## src/rtl/fifo_read_stream.sv

```systemverilog
// rtl/fifo_read_stream.sv - read-side FIFO drain presenting words as a valid/ready stream
//
// Pops words from the async FIFO read port and delivers them downstream through
// a 3-entry elastic buffer, one word per cycle for FIFO read latency 0 or 1.
//
// Parameters:
//   WIDTH          data word width, matches the FIFO word width
//   READ_LATENCY   cycles from accepted read strobe to valid fifo_data_in (0 or 1)
//   CNT_WIDTH      width of the delivered-word counter
//
// Ports:
//   clk_in          read-domain clock
//   rst_in          synchronous active-high reset
//   fifo_empty_in   FIFO empty flag
//   fifo_data_in    FIFO read data
//   fifo_read_out   FIFO read strobe
//   m_data_out      stream data
//   m_valid_out     stream valid
//   m_ready_in      stream ready from downstream
//   word_count_out  number of words delivered downstream (wrapping)

module fifo_read_stream #(
  parameter int WIDTH        = 8,
  parameter int READ_LATENCY = 0,
  parameter int CNT_WIDTH    = 16
) (
  input  logic                 clk_in,
  input  logic                 rst_in,
  input  logic                 fifo_empty_in,
  input  logic [WIDTH-1:0]     fifo_data_in,
  output logic                 fifo_read_out,
  output logic [WIDTH-1:0]     m_data_out,
  output logic                 m_valid_out,
  input  logic                 m_ready_in,
  output logic [CNT_WIDTH-1:0] word_count_out
);

  generate
    if (READ_LATENCY != 0 && READ_LATENCY != 1) begin : g_bad_latency
      $error("fifo_read_stream: READ_LATENCY must be 0 or 1");
    end
  endgenerate

  logic [WIDTH-1:0]     buf_q [3];
  logic [WIDTH-1:0]     buf_d [3];
  logic [1:0]           head_q, head_d;
  logic [1:0]           tail_q, tail_d;
  logic [1:0]           occ_q, occ_d;
  logic [1:0]           resv_q, resv_d;
  logic                 rd_pend_q, rd_pend_d;
  logic                 valid_q, valid_d;
  logic [CNT_WIDTH-1:0] cnt_q, cnt_d;

  logic issue;
  logic capture;
  logic transfer;

  // Pointers walk 0 -> 1 -> 2 -> 0.
  function automatic logic [1:0] ptr_inc(input logic [1:0] p);
    return (p == 2'd2) ? 2'd0 : p + 2'd1;
  endfunction

  always_comb begin
    // resv counts buffered words plus reads still in flight, so holding it
    // below 3 guarantees every issued read has a free slot when it lands.
    issue    = !rst_in && !fifo_empty_in && (resv_q != 2'd3);
    transfer = valid_q && m_ready_in;
    // With latency 1 the data for a read lands one cycle later; rd_pend marks it.
    capture  = (READ_LATENCY == 1) ? rd_pend_q : issue;

    buf_d     = buf_q;
    head_d    = head_q;
    tail_d    = tail_q;
    occ_d     = occ_q;
    resv_d    = resv_q;
    cnt_d     = cnt_q;
    rd_pend_d = issue;

    if (capture) begin
      buf_d[tail_q] = fifo_data_in;
      tail_d        = ptr_inc(tail_q);
    end

    if (transfer) begin
      head_d = ptr_inc(head_q);
      cnt_d  = cnt_q + CNT_WIDTH'(1);
    end

    case ({capture, transfer})
      2'b10:   occ_d = occ_q + 2'd1;
      2'b01:   occ_d = occ_q - 2'd1;
      default: occ_d = occ_q;
    endcase

    case ({issue, transfer})
      2'b10:   resv_d = resv_q + 2'd1;
      2'b01:   resv_d = resv_q - 2'd1;
      default: resv_d = resv_q;
    endcase

    valid_d = (occ_d != 2'd0);
  end

  always_ff @(posedge clk_in) begin
    if (rst_in) begin
      for (int i = 0; i < 3; i++) begin
        buf_q[i] <= '0;
      end
      head_q    <= 2'd0;
      tail_q    <= 2'd0;
      occ_q     <= 2'd0;
      resv_q    <= 2'd0;
      rd_pend_q <= 1'b0;
      valid_q   <= 1'b0;
      cnt_q     <= '0;
    end else begin
      buf_q     <= buf_d;
      head_q    <= head_d;
      tail_q    <= tail_d;
      occ_q     <= occ_d;
      resv_q    <= resv_d;
      rd_pend_q <= rd_pend_d;
      valid_q   <= valid_d;
      cnt_q     <= cnt_d;
    end
  end

  assign fifo_read_out  = issue;
  assign m_valid_out    = valid_q;
  assign m_data_out     = buf_q[head_q];
  assign word_count_out = cnt_q;

endmodule
```

## config.mk

```make
export PLATFORM = sky130hd
export DESIGN_NAME = fifo_read_stream
export DESIGN_NICKNAME = d
export VERILOG_FILES = /design/src/rtl/fifo_read_stream.sv
export SDC_FILE = /design/constraint.sdc
export NUM_CORES = 1
export LEC_CHECK = 0
export BUFFER_PORTS_ARGS = -buffer_cell sky130_fd_sc_hd__buf_2
export CELL_PAD_IN_SITES_DETAIL_PLACEMENT = 2
export CELL_PAD_IN_SITES_GLOBAL_PLACEMENT = 2
export CORE_MARGIN = 4
export CORE_UTILIZATION = 30
export CTS_BUF_LIST = sky130_fd_sc_hd__clkbuf_4 sky130_fd_sc_hd__clkbuf_8 sky130_fd_sc_hd__clkbuf_16
export DETAILED_ROUTE_END_ITERATION = 8
export GPL_TIMING_DRIVEN = 0
export MAX_ROUTING_LAYER = met4
export PLACE_DENSITY_LB_ADDON = 0.1
export SLEW_MARGIN = 20
export SYNTH_ARGS = -nofsm -noshare
export SYNTH_HDL_FRONTEND = slang
export SYNTH_SLANG_ARGS = --single-unit
```

## constraint.sdc

```tcl
create_clock -name clk_in -period 1.7 [get_ports clk_in]
set_clock_uncertainty 0.05 [all_clocks]
set_input_delay 0.085 -clock clk_in [delete_from_list [all_inputs] [get_ports clk_in]]
set_output_delay 0.085 -clock clk_in [all_outputs]
set_load 0.01 [all_outputs]
```

==> out/summary.txt <==
Status: finished clean
CTS tree: done
CP delay by family, top: simple AND/OR/NAND/NOR gates
Fmax: 0.604 GHz
Post-synthesis sequential area ratio: 46.3%
Internal power: 1.73 mW
Chip width: 92.0 um
Area grow syn2layout: 22.8%
Largest net degree at the start of global routing: 14
Reg2reg start: resv_q[0]
# DRC: 0
Gr usage total: 14.7%
Io pins: 38
CP startpoint: resv_q[0]
Slew margin rel.: 60.5%
Crit path max fanout: 3
Final worst slack: 43.6 ps
GPL Wtd Cong: 0.706
CP Buf/Inv Count: 0
Vias in the first global route: 1897
CP required: 1880 ps
Leakage Power: 1.12 nW
CP Launch Type: register
Slew Limit Fails: 0
Design Area, Final: 0.00260 mm^2
Site Rows: 30
Worst setup path category: reg -> reg
H-tree depth: 2
Final Util: 38.1%
Share of layout cells above drive strength 1: 24.6%
Flops & latches, synth: 49
Tcrit/Tclk final: 97.4%
Final setup viols: 0
Synthesis Warnings: 0
Post-Syn Area per Cell: 8.93 um^2
Worst path arrival time: 1830 ps
Register area: 987 um^2
Crit path capture type: register
Placement Setup Slack: -176 ps
Comb pwr share: 16.3%
Tightest Hold Check Type: in -> reg
Detail-routed via count per cell: 4.79
Pwr dens: 922 mW/mm^2
Drt initial violations: 49
Starting Density: 31.0%
Post-synthesis cell area: 0.00212 mm^2
Antenna cells: 0
Min cycle time layout: 1660 ps
Clock Latency Late Sink: 300 ps
Synth Instances: 237
Hpwl dp: 4210 um
CP max stage delay: 380 ps
Clock Tree Root: clkbuf_8
Fill count: 789
DP Area: 0.00242 mm^2
Hold path startpoint: fifo_data_in[4]
Unrepaired setup endpoints after global routing: yes
Seq pwr share: 53.6%
Core ar.: 0.00683 mm^2
DR vias: 1820
Antenna violations before repair: 0
TritonCTS Buffers: 5
Clock power share: 30.1%
Die span in y: 92.0 um
Sink Count: 49
Hold Vio Cnt, Final: 0
Clk buf depth: 2
Routed Antenna Nets: 0
Slew @ Worst Pin: 593 ps
I/O Buffers: 37
DR pass1 iterations: 3
Peak supply drop: 0.000389 V
Nets: 297
Global-route wire length before repair: 9560 um
Synth cell types: 33
Die area: 0.00846 mm^2
Final WL: 5870 um
Switching share of total power: 28.0%
Switching power: 0.670 mW
Total gr overflow: 0
WL/cell: 15.5 um
Clk slew on worst S/H paths: 90 ps
Critical-path cell list: a21oi_4 -> nand2b_4 -> ha_4 -> xnor2_1 -> or3_4 -> a31oi_1
Area taken by multi-input logic gates: 0.00113 mm^2
Max Cap Violations: 0
Mapped Nets: 251
Worst path slowest cell: or3_4
==> flip-flops by register name (all words and copies together) (netlist names) <==
signal          flops
occ_q               2
head_q              2
buf_q              24
word_count_out     16
resv_q              2
tail_q              2
m_valid_out         1
==> worst register-to-register path, cell delays in order (launching register included) <==
cell,delay [ps]
dfxtp_4,370
a21oi_4,190
nand2b_4,90
ha_4,170
xnor2_1,140
or3_4,380
a31oi_1,180
==> placed cells by master (no fill, tap or decap), types with 3 or more instances in the layout <==
master	n
clkbuf_1	4
nor3_1	4
nand3_1	12
nor2_1	33
a21oi_1	16
xnor2_1	9
o21ai_0	10
nand4_1	5
clkbuf_4	3
mux2i_1	25
clkbuf_8	5
inv_1	3
nand3b_1	3
dfxtp_1	46
buf_4	5
nand2_1	24
xor2_1	6
buf_2	37
==> power by group through the flow <==
stage | Combinational (mW) | Clock, mW | Sequential (mW)
finish | 0.391 | 0.722 | 1.28
global route | 0.439 | 0.808 | 1.30
CTS | 0.384 | 0.757 | 1.27
detailed placement | 0.361 | 0 | 1.29
floorplan | 0.232 | 0 | 1.29
global placement | 0.350 | 0 | 1.29
==> worst paths after layout <==
check	slack, ps	end	depth (start not counted)
setup / recovery	40	m_valid_out	6
hold / removal	7	buf_q[12]	3
hold reg to reg	410	buf_q[23]	2
setup reg to reg	40	m_valid_out	6
==> cells by family (layout without fill, tap and decap cells) <==
group | count (synthesis) | after routing | share of synthesized area (%)
AO/OA/AOI/OAI | 32 | 32 | 8.10
flip-flops | 49 | 49 | 46.3
XOR/XNOR | 15 | 15 | 6.21
adder cells (fa/ha/maj) | 2 | 2 | 1.18
AND/OR/NAND/NOR | 99 | 99 | 22.9
buffers and inverters | 14 | 61 | 2.95
multiplexers | 26 | 26 | 12.4
==> per-stage QoR <==
step                hold slack [ps]  total power [mW]  instances  setup TNS, ps
floorplan                       179              1.52        237              0
global placement                307              1.64        370           -255
detailed placement              318              1.66        370           -411
CTS                           0.924              2.41        378              0
global route                   4.84              2.54        380           -108
finish                         6.58              2.40        380              0
==> metal layers <==
| metal | GRT usage [%] | routed length [um] |
|---|---|---|
| met4 | 5.20 | 85 |
| met2 | 24.1 | 2760 |
| met5 | - | 0 |
| met3 | 2.05 | 129 |
| met1 | 18.5 | 2900 |
==> synth_stat cells (all sizes together) <==
cell | n | area, um^2
dfxtp | 49 | 981
nor2 | 35 | 131
nand2 | 26 | 100
mux2i | 25 | 250
a21oi | 18 | 90.1
nand3 | 12 | 60.1
o21ai | 10 | 50.1
xnor2 | 9 | 78.8
nand4 | 6 | 52.6
xor2 | 6 | 52.6
buf | 5 | 28.8
clkbuf | 5 | 18.8
nor3 | 5 | 36.3
inv | 4 | 15.0
nand3b | 3 | 22.5
or3 | 3 | 18.8
and4 | 2 | 17.5
ha | 2 | 25.0
nor2b | 2 | 12.5
nor4 | 2 | 12.5
a21bo | 1 | 10.0
a31o | 1 | 8.76
a31oi | 1 | 6.26
mux2 | 1 | 11.3
nand2b | 1 | 6.26
nor3b | 1 | 7.51
o22ai | 1 | 6.26
or2 | 1 | 6.26
==> final cells by class <==
cell class              count  share of cell area (%)
plain buffers              10                    2.21
clock buffers               8                    3.51
inverters                   4                   0.577
multi-input cells         174                    43.4
flip-flops and latches     49                    38.0
well taps                  96                    4.62
repair buffers             39                    7.70
==> repair_timing <==
item                                    CTS  global route
endpoints found under the setup margin   19            12
buffers inserted                          0             2
pin swaps                                 1             5
hold buffers                              0             0
resized for setup                         9            13
No activity file was read; power rests on OpenSTA's default activity.
